[src/rtl/popcount_pkg.sv]
// Shared types and helpers for the sequential popcount engine.
package popcount_pkg;

  typedef enum logic [1:0] {
    IDLE = 2'd0,
    SCAN = 2'd1,
    HOLD = 2'd2
  } state_e;

  localparam int NIB_W = 4;

  // Count width needed to hold 0..w inclusive.
  function automatic int cnt_w(input int w);
    return $clog2(w + 1);
  endfunction

endpackage

[src/rtl/popcount_seq_lut4.sv]
// 4-bit nibble popcount lookup (the LUT_4 table): number of set bits in addr.
module popcount_seq_lut4 (
  input  logic [3:0] addr,
  output logic [2:0] val
);

  always_comb begin
    val = 3'd0;
    case (addr)
      4'h0:                         val = 3'd0;
      4'h1, 4'h2, 4'h4, 4'h8:       val = 3'd1;
      4'h3, 4'h5, 4'h6, 4'h9,
      4'hA, 4'hC:                   val = 3'd2;
      4'h7, 4'hB, 4'hD, 4'hE:       val = 3'd3;
      4'hF:                         val = 3'd4;
      default:                      val = 3'd0;
    endcase
  end

endmodule

[src/rtl/popcount_seq.sv]
// Sequential popcount: one nibble per cycle through the 4-bit lookup, result held until taken.
// Optional POPCNT_EARLY_EXIT_EN stops scanning once the remaining word is all zero.
module popcount_seq
  import popcount_pkg::*;
#(
  parameter  int DATA_W = 16,
  localparam int CNT_W  = cnt_w(DATA_W)
) (
  input  logic              clk,
  input  logic              reset,
  input  logic              in_valid,
  output logic              in_ready,
  input  logic [DATA_W-1:0] data_in,
  output logic              out_valid,
  input  logic              out_ready,
  output logic [CNT_W-1:0]  count,
  output logic              parity,
  output logic              busy
);

  localparam int NIB   = DATA_W / NIB_W;
  localparam int IDX_W = (NIB > 1) ? $clog2(NIB) : 1;

  state_e             state_q, state_d;
  logic [DATA_W-1:0]  shreg_q, shreg_d;
  logic [CNT_W-1:0]   acc_q, acc_d;
  logic [IDX_W-1:0]   idx_q, idx_d;
  logic [2:0]         nib_cnt;
  logic [DATA_W-1:0]  shreg_nxt;

  popcount_seq_lut4 u_lut_4 (
    .addr (shreg_q[NIB_W-1:0]),
    .val  (nib_cnt)
  );

  assign shreg_nxt = shreg_q >> NIB_W;

  always_ff @(posedge clk) begin
    if (reset) begin
      state_q <= IDLE;
      shreg_q <= '0;
      acc_q   <= '0;
      idx_q   <= '0;
    end else begin
      state_q <= state_d;
      shreg_q <= shreg_d;
      acc_q   <= acc_d;
      idx_q   <= idx_d;
    end
  end

  always_comb begin
    state_d = state_q;
    shreg_d = shreg_q;
    acc_d   = acc_q;
    idx_d   = idx_q;
    case (state_q)
      IDLE: begin
        if (in_valid) begin
          shreg_d = data_in;
          acc_d   = '0;
          idx_d   = '0;
          state_d = SCAN;
`ifdef POPCNT_EARLY_EXIT_EN
          if (data_in == '0) state_d = HOLD;
`endif
        end
      end
      SCAN: begin
        acc_d   = acc_q + CNT_W'(nib_cnt);
        shreg_d = shreg_nxt;
        idx_d   = idx_q + 1'b1;
        if (idx_q == IDX_W'(NIB - 1)) state_d = HOLD;
`ifdef POPCNT_EARLY_EXIT_EN
        // Nothing left to count: remaining nibbles would all add zero.
        if (shreg_nxt == '0) state_d = HOLD;
`endif
      end
      HOLD: begin
        if (out_ready) state_d = IDLE;
      end
      default: state_d = IDLE;
    endcase
  end

  // count tracks acc, which is only cleared on the next accept, so it persists after HOLD.
  assign in_ready  = (state_q == IDLE);
  assign out_valid = (state_q == HOLD);
  assign busy      = (state_q != IDLE);
  assign count     = acc_q;
  assign parity    = acc_q[0];

endmodule

[config.mk]
export PLATFORM = sky130hd
export DESIGN_NAME = popcount_seq
export DESIGN_NICKNAME = d
export VERILOG_FILES = /design/src/rtl/popcount_pkg.sv /design/src/rtl/popcount_seq_lut4.sv /design/src/rtl/popcount_seq.sv
export SDC_FILE = /design/constraint.sdc
export NUM_CORES = 1
export LEC_CHECK = 0
export BUFFER_PORTS_ARGS = -buffer_cell sky130_fd_sc_hd__buf_4
export CAP_MARGIN = 40
export CORE_MARGIN = 2
export CORE_UTILIZATION = 61
export CTS_BUF_LIST = sky130_fd_sc_hd__clkbuf_4
export CTS_CLUSTER_DIAMETER = 120
export DETAILED_ROUTE_END_ITERATION = 6
export PLACE_DENSITY = 0.87
export SYNTH_ARGS = -nofsm -noshare
export SYNTH_HDL_FRONTEND = slang
export SYNTH_SLANG_ARGS = --single-unit
[constraint.sdc]
create_clock -name clk -period 4.2 [get_ports clk]
set_input_delay 0.42 -clock clk [delete_from_list [all_inputs] [get_ports clk]]
set_output_delay 0.42 -clock clk [all_outputs]
set_load 0.05 [all_outputs]
# --- Word-level counts from Yosys, hierarchy flattened ---
# Memories as Yosys holds them, arrays and structs flattened. A register that Yosys moved wholly into a read port is not among the register bits.
# Cells that the tools add are included.
word_totals:
  regBits: 25
  rom_bits: 48
  in_bits: 20
  output_inout_bits: 9
  word_cells: 30
  n_memories: 1
memory_table:
  columns: ["name", "depth", "width", "read_ports", "rd_ports_with_merged_regs", "write_ports", "line_no", "rtl"]
  rows:
  - ["(no name shown)", 16, 3, 1, 1, 0, "popcount_seq_lut4.sv:9", "case (addr)"]
classes:
  add_sub_neg: 2
  eq_ne: 6
  mux: 12
  n_reduce_logical: 5
ops:
  columns: ["cell", "count"]
  rows:
  - ["one-hot mux 16 bit (2 select lines)", 1]
  - ["2-to-1 mux 16 bit", 1]
  - ["one-hot mux 5 bit (2 select lines)", 1]
  - ["2-to-1 mux 2 bit", 4]
  - ["2-to-1 mux 4 bit", 2]
  - ["one-hot mux 2 bit (3 select lines)", 1]
  - ["adder 5 x 3 -> 5 bit", 1]
  - ["2-to-1 mux 5 bit", 1]
  - ["== test 2 bit, second input constant", 2]
  - ["inequality test 2 bit, second input constant", 2]
  - ["one-hot mux 2 bit (2 select lines)", 1]
  - ["nonzero test 2 bit", 2]
  - ["AND reduction 3 bit", 1]
  - ["adder 2 x 1 -> 2 bit, second input constant", 1]
  - ["== test 2 x 1 -> 1 bit, second input constant", 1]
  - ["logical NOT 2 bit", 1]
  - ["inequality test 2 x 1 -> 1 bit, second input constant", 1]
  - ["AND reduction 2 bit", 1]

# --- Logic depth before layout (Yosys ltp) ---
# Gate-level depths: netlist of the first run.
depth:
  word_depth: 5
  depth_mapped: 9
  depth_no_buf: 8

# --- Modules after synthesis ---
# Synthesis of the first run repeated with hierarchy kept, for this count alone.
hier_totals:
  cells_unflattened: 161
  area_unflattened_um2: 1385.1
by_module_without_submodules:
  columns: ["mod", "instances", "cells_per_inst", "area_each_um2", "seq_area_each_um2"]
  rows:
  - ["popcount_seq", 1, 148, 1287.5, 500.5]
  - ["popcount_seq_lut4", 1, 13, 97.6, 0.0]

# --- Worst setup path after synthesis of the first run ---
# Ideal clock, no wire load.
synth_timing:
  path_kind: "register to output"
  start: "register state_q[0]"
  end: "output port busy"
  t_arrival_ns: 1.705
  required_time_ns: 3.780
  setup_slack_ns: 2.075
  path_stages_with_launch: 4
  path_buffers: 1
  cell_sequence: "dfxtp_1 > buf_6 > nor2_1 > inv_1"
synth_between:
  elab_chain_cells: 1
synth_lines:
  columns: ["element", "line_no", "rtl"]
  rows:
  - ["start: declaration", "popcount_seq.sv:24", "state_e state_q, state_d;"]
  - ["start signal: assignment", "popcount_seq.sv:45", "state_q <= state_d;"]
  - ["nonzero test 2 bit", "popcount_seq.sv:89", "assign busy = (state_q != IDLE);"]
  - ["end: declaration", "popcount_seq.sv:18", "output logic busy"]
# No other way between the ends.

# --- Worst setup path after layout of the first run ---
layout_timing:
  start: "register state_q[0]"
  end: "register u_lut_4.val[1] (netlist name)"
layout_between:
  elab_chain_cells: 5
  word_cells_on_any_way: 8
  classes_between: "eq/ne: 2; mux: 3; reduce/logical: 3"
layout_lines:
  columns: ["element", "line_no", "rtl"]
  rows:
  - ["== test 2 x 1 -> 1 bit / logical NOT 2 bit (equally long branches)", "popcount_seq.sv:57", "case (state_q)"]
  - ["nonzero test 2 bit (no line) / inequality test 2 bit (equally long branches)", null, null]
  - ["AND reduction 2 bit (no line)", null, null]
  - ["2-to-1 mux 4 bit (no line) (*) (2 in a row)", null, null]
# Every way passes the cells marked *; elsewhere a longest branch is shown, timed or not.
# A chain may end at the register's enable or synchronous reset.

==> metrics.yaml, run 1 <==
pwr:
  p_per_area_nw_per_um2: 322
  leakagePower_nw: 0.740
  p_total_mw: 0.545
  ir_drop_uv: 270
synthesis:
  synth_top_family_by_area: "compound AO/OA/AOI/OAI gates"
  syn_area_per_cell_um2: 8.42
  synth-compound-area-share: 0.234
  synth_nets: 204
  async_reset_ff_frac: 0
  ys_ff_latch: 28
  synth-xor-area-share: 0.0177
  synth_top_cell_by_area: "dfxtp_1"
  synth.area.mux_share: 0.00676
  synthFlopType: "dfxtp_1"
  yosysWarnings: 0
  synth_seq_area_share: 0.378
  syn_area_um2: 1480
  synth_top_area_frac: 0.378
  synthAdderAreaFrac: 0.0726
  yosys.area_share.simple: 0.211
  synth_cells: 176
  yosys.cell_types.count: 37
  synth_edf_count: 0
  synthTopCellsByArea: "dfxtp_1 38%, nor2_1 7.9%, a311oi_1 7.7%"
critical_path:
  critPathMaxStageDelay_ns: 0.67
  crit_buf_inv: 1
  cpMostUsedCell: "nor2_1"
  start_kind: "flip-flop"
  worstPathRequired_ns: 4.47
  endpoint_kind: "flip-flop"
  worstPathCellList: "nor2_1 > nor2_4 > nor2_1 > a311oi_2 > ha_1 > inv_1 > a32o_1 > a31oi_1"
  path_max_fanout: 26
  crit_type: "flip-flop to flip-flop"
  cpMaxStageDelayCell: "dfxtp_1"
  worstPathArrival_ns: 2.67
  path_delay_family: "simple AND/OR/NAND/NOR gates"
global_route:
  grt_start_max_net_pins: 29
  grt_pass1_wl_um: 4770
  grtUsageTotal: 0.231
  grt_antenna_before_repair: 0
  globalRouteOverflowTotal: 0
  grt_pass1_vias: 1102
placed_design:
  portBuffers: 28
  dpl.hpwl_um: 2170
  place_congestion: 0.799
route:
  routed_wirelength_um: 2990
  vias: 1300
  wl_per_cell_um: 13.3
  avgViaCountPerCell: 5.78
  drc_errors: 0
  drtAntennaViolNets: 0
  drt-initial-drc-count: 38
  dr.pass1.iters: 4
timing:
  tightest_slew_ns: 0.541
  clock_skew_ns: 0.00498
  period_share: 0.571
  min_period_ns: 2.40
  finalHoldViolations: 0
  tns_ns: 0
  drv_slew: 0
  finalSetupViolCount: 0
  slew_headroom: 0.638
  rsz0062_at_grt: "false"
  fmax_ghz: 0.417
final_layout:
  fin_nets: 226
  n_antenna_cell: 0
  final_layout_size_suffix_gt1_frac: 0.213
  areaGrowthSynthToFinish_pct: 14.2
  nFillCells: 179
clock_network:
  cts_num_sinks: 28
  cts_setup_buffers: 0
  hold_buffers: 0
  cts-buffers-inserted: 3
  htreeDepth: 1
  cts-root-buf: "clkbuf_4"
  worstSkewPairLatency_ns: 0.33
  cts_tree: "built"
  ctsLongestPathBuffers: 2
  clk_pin_slew_worst_paths_ns: 0.14
  ctsResizeCount: 0
floorplanning:
  die_height_um: 53.3
  core_area_um2: 2250
  rows: 17
  io_pins: 29
  start_util: 0.657
  die_w_um: 53.3
  die_area_um2: 2840
flow_run:
  maxCapViolCount: 0
hold_path:
  hold_path_class: "input pin to flip-flop"
status:
  status: "complete, no violations"
==> cells in the final DEF, fill, tap and decap left out, types with 3 or more instances in the layout <==
master / n
clkbuf_4: 3
a21oi_1: 7
nand2_1: 22
nor2b_1: 5
a311oi_1: 13
nor2_1: 31
a22oi_1: 4
ha_1: 7
buf_4: 29
inv_1: 13
dfxtp_1: 28
==> stage by stage <==
stage	area, um^2	setup slack (ns)	hold WS, ns	util	cells
2_1_floorplan	1480	2.08	0.444	-	176
6_report	1690	1.80	0.347	0.750	225
4_1_cts	1690	1.82	0.344	0.750	225
3_3_place_gp	1670	1.93	0.460	0.739	221
3_5_place_dp	1670	1.84	0.463	0.739	221
5_1_grt	1690	1.56	0.354	0.750	225
==> per-layer routing <==
metal	GRT usage	up-vias	share of wire
met5	0	-	0
met4	0.0769	0	0.011
met3	0.0254	4	0.043
met2	0.407	39	0.49
met1	0.287	604	0.46
li1	-	653	-
==> flip-flops by register name (all words and copies together) (netlist names) <==
register,cells
u_lut_4.val,3
shreg_q,16
idx_q,2
state_q,2
count,5
==> worst paths after layout <==
path | slack [ns] | startpoint | end | cells past startpoint
max | 1.80 | state_q[0]$_SDFFE_PP0P_ | u_lut_4.val[1]$_DFF_P_ | 8
min | 0.35 | data_in[13] | shreg_q[13]$_SDFFE_PP0N_ | 3
max reg2reg | 1.80 | state_q[0]$_SDFFE_PP0P_ | u_lut_4.val[1]$_DFF_P_ | 8
min reg2reg | 0.48 | idx_q[0]$_SDFFE_PP0N_ | idx_q[0]$_SDFFE_PP0N_ | 1
==> cells by family (layout without fill, tap and decap cells) <==
family / Yosys count / in the layout
AO/OA/AOI/OAI: 42 / 42
XOR/XNOR: 3 / 3
adder cells (fa/ha/maj): 8 / 8
buffers and inverters: 25 / 46
flip-flops: 28 / 28
multiplexers: 1 / 1
AND/OR/NAND/NOR: 69 / 69
==> worst reg2reg max path, stage by stage (launching register included) <==
cell	delay [ns]
dfxtp_1	0.67
nor2_1	0.15
nor2_4	0.45
nor2_1	0.13
a311oi_2	0.37
ha_1	0.20
inv_1	0.04
a32o_1	0.20
a31oi_1	0.12
==> area by class of cell <==
class | instances | area, um^2 | share of cell area
tap | 28 | 35.0 | 0.0207
inverter | 13 | 48.8 | 0.0288
multi-input combinational | 123 | 803 | 0.475
clock buffer | 3 | 22.5 | 0.0133
clock inverter | 1 | 3.75 | 0.00222
sequential | 28 | 561 | 0.331
timing repair buffer | 29 | 218 | 0.129
==> cell usage after synthesis (2+ instances only) <==
master     count
dfxtp_1       28
ha_1           7
buf_2          4
nor3_1         2
a311oi_1      13
a21oi_1        7
a311oi_2       2
o2111ai_2      2
a31oi_1        2
buf_4          3
nor2b_1        5
a211oi_1       2
nand2_1       22
nor2_1        31
xnor2_1        2
a32oi_1        2
nand2b_1       2
o211ai_1       2
a22oi_1        4
inv_1         13
clkbuf_1       4
o21ai_0        2
==> power breakdown <==
group	internal, mW	switching [mW]	leakage, nW
registers	0.287	0.0161	0.231
logic	0.0548	0.0759	0.494
clock network	0.0349	0.0769	0.0154
No activity file was read; power rests on OpenSTA's default activity.
==> inputs of run 2 (changes only) <==
Settings changed: CORE_UTILIZATION 61 to 56, PLACE_DENSITY 0.87 to 0.81.
Clock period 4.2 ns to 2.45 ns, I/O delays scaled along.
==> run 2 against run 1 <==
  * Combinational power is 80% higher
  * Clock-buffer cell count stayed put
  * Via count is 2.6% higher
  * Setup slack worse by 1.4 ns
  * Critical path type unchanged
  * Power is 74% higher
  * Clock power is 74% higher
  * Cell area is 1.3% higher
  * Wire length is 8.0% higher
  * Sequential share of layout area is 0.41 points lower
  * Register-to-register slack worse by 1.4 ns
  * Global-route usage is 1.4 points lower
==> metrics.yaml, run 2 (synthesized netlist as in run 1, its figures left out) <==
clock_network:
  ctsLongestPathBuffers: 2  # unchanged
  cts_setup_buffers: 0  # unchanged
  worstSkewPairLatency_ns: 0.34  # was 0.33 ns
  ctsResizeCount: 0  # unchanged
  cts-root-buf: "clkbuf_4"  # unchanged
  clk_pin_slew_worst_paths_ns: 0.14  # about the same
  htreeDepth: 1  # unchanged
  hold_buffers: 0  # unchanged
  cts_num_sinks: 28  # unchanged
  cts_tree: "built"  # unchanged
  cts-buffers-inserted: 3  # unchanged
route:
  drt-initial-drc-count: 39  # was 38
  wl_per_cell_um: 14.1  # was 13.3 um
  drc_errors: 0  # unchanged
  vias: 1334  # was 1300
  drtAntennaViolNets: 0  # unchanged
  avgViaCountPerCell: 5.83  # was 5.78
  routed_wirelength_um: 3220  # was 2990 um
  dr.pass1.iters: 5  # was 4
global_route:
  grt_antenna_before_repair: 0  # unchanged
  grt_pass1_wl_um: 5350  # was 4770 um
  grtUsageTotal: 0.216  # was 0.231
  globalRouteOverflowTotal: 0  # unchanged
  grt_start_max_net_pins: 29  # unchanged
  grt_pass1_vias: 1299  # was 1102
hold_path:
  min_path_cells: 3  # unchanged
  hold_path_class: "input pin to flip-flop"  # unchanged
floorplanning:
  die_area_um2: 3070  # was 2840 um^2
  core_area_um2: 2500  # was 2250 um^2
  die_height_um: 55.4  # was 53.3 um
  start_util: 0.593  # was 0.657
  rows: 18  # was 17
  io_pins: 29  # unchanged
  die_w_um: 55.4  # was 53.3 um
timing:
  min_period_ns: 2.05  # was 2.40 ns
  slew_headroom: 0.707  # was 0.638
  fmax_ghz: 0.487  # was 0.417 GHz
  period_share: 0.838  # was 0.571
  tns_ns: 0  # unchanged
  clock_skew_ns: 0.00255  # was 0.00498 ns
  tightest_slew_ns: 0.439  # was 0.541 ns
  finalHoldViolations: 0  # unchanged
  drv_slew: 0  # unchanged
  rsz0062_at_grt: "false"  # unchanged
  finalSetupViolCount: 0  # unchanged
pwr:
  pwr-share-comb: 0.250  # was 0.240
  clock_power_share: 0.206  # was 0.205
  ir_drop_uv: 434  # was 270 uV
  switchingPower_mw: 0.298  # was 0.169 mW
  swShare: 0.315  # was 0.310
  pwr-share-seq: 0.545  # was 0.555
  p_int_mw: 0.648  # was 0.376 mW
  p_per_area_nw_per_um2: 552  # was 322 nW/um^2
  leakagePower_nw: 0.752  # was 0.740 nW
flow_run:
  maxCapViolCount: 0  # unchanged
placed_design:
  portBuffers: 28  # unchanged
  dpl.hpwl_um: 2440  # was 2170 um
  dpl_cell_area_um2: 1690  # was 1670 um^2
  place_congestion: 0.836  # was 0.799
final_layout:
  final_layout_size_suffix_gt1_frac: 0.226  # was 0.213
  stdcell_area_um2: 1710  # was 1690 um^2
  fin_nets: 229  # was 226
  nFillCells: 209  # was 179
  layout_common_cells: "32 x buf_4, 31 x nor2_1, 28 x dfxtp_1"  # was 31 x nor2_1, 29 x buf_4, 28 x dfxtp_1
  mostFrequentLayoutCell: "buf_4"  # was nor2_1
  n_antenna_cell: 0  # unchanged
  multiInputGateArea_um2: 803  # unchanged
  areaGrowthSynthToFinish_pct: 15.6  # was 14.2%
  regMostFlops: "shreg_q"  # unchanged
  register_area_um2: 561  # unchanged
  largest_register_ffs: 16  # unchanged
critical_path:
  crit_type: "flip-flop to flip-flop"  # unchanged
  endpoint_kind: "flip-flop"  # unchanged
  start_kind: "flip-flop"  # unchanged
  path_max_fanout: 10  # was 26
  reg2reg_depth: 7  # was 8
  worstPathArrival_ns: 2.33  # was 2.67 ns
  worstPathRequired_ns: 2.73  # was 4.47 ns
status:
  status: "complete, no violations"  # unchanged
run 2: cell types whose count changed in the layout (fill, tap and decap cells not counted), sizes merged:
cell / previous run / this run
buf: 29 / 32
clkinv: 1 / 0
run 2: critical path: stages (launching register included):
cell	delay, ns
dfxtp_1	0.47
nor2b_1	0.39
nand2_1	0.16
a311oi_2	0.39
ha_1	0.21
inv_1	0.04
a32o_1	0.20
a31oi_1	0.13
run 2: area by class of cell:
type | count | share of cell area
clock buffers | 3 | 0.0131
inverters | 13 | 0.0285
multi-input cells | 123 | 0.469
flip-flops and latches | 28 | 0.327
well taps | 30 | 0.0219
repair buffers | 32 | 0.140
run 2: worst paths after layout:
kind                            slack [ns]               startpoint                        to
worst min register to register        0.49  shreg_q[8]$_SDFFE_PP0N_   shreg_q[4]$_SDFFE_PP0N_
worst max-delay path                  0.40  state_q[1]$_SDFFE_PP0P_    u_lut_4.val[1]$_DFF_P_
worst min-delay path                  0.17              data_in[11]  shreg_q[11]$_SDFFE_PP0N_
worst max register to register        0.40  state_q[1]$_SDFFE_PP0P_    u_lut_4.val[1]$_DFF_P_
run 2: power groups by stage:
stage	Combinational (mW)	Clock [mW]	Sequential, mW
finish	0.236	0.195	0.515
global route	0.262	0.207	0.518
floorplan	0.160	0	0.532
global placement	0.226	0	0.524
CTS	0.238	0.196	0.515
detailed placement	0.237	0	0.525
run 2: metrics by stage:
step	instances	power [mW]	hold slack (ns)	utilization	setup slack [ns]
final	229	0.946	0.165	0.685	0.397
after global routing	229	0.988	0.164	0.685	0.233
after CTS	229	0.948	0.165	0.685	0.398
after detailed placement	226	0.762	0.478	0.676	0.437
after global placement	226	0.750	0.458	0.676	0.550
after floorplan	176	0.692	0.407	-	0.453
run 2: layer usage:
layer  GRT usage  up-vias  part of all wire
met5           0        -                 0
met4       0.108        0             0.020
met3      0.0281        7             0.043
met2       0.391       41              0.51
met1       0.247      628              0.42
li1            -      658                 -
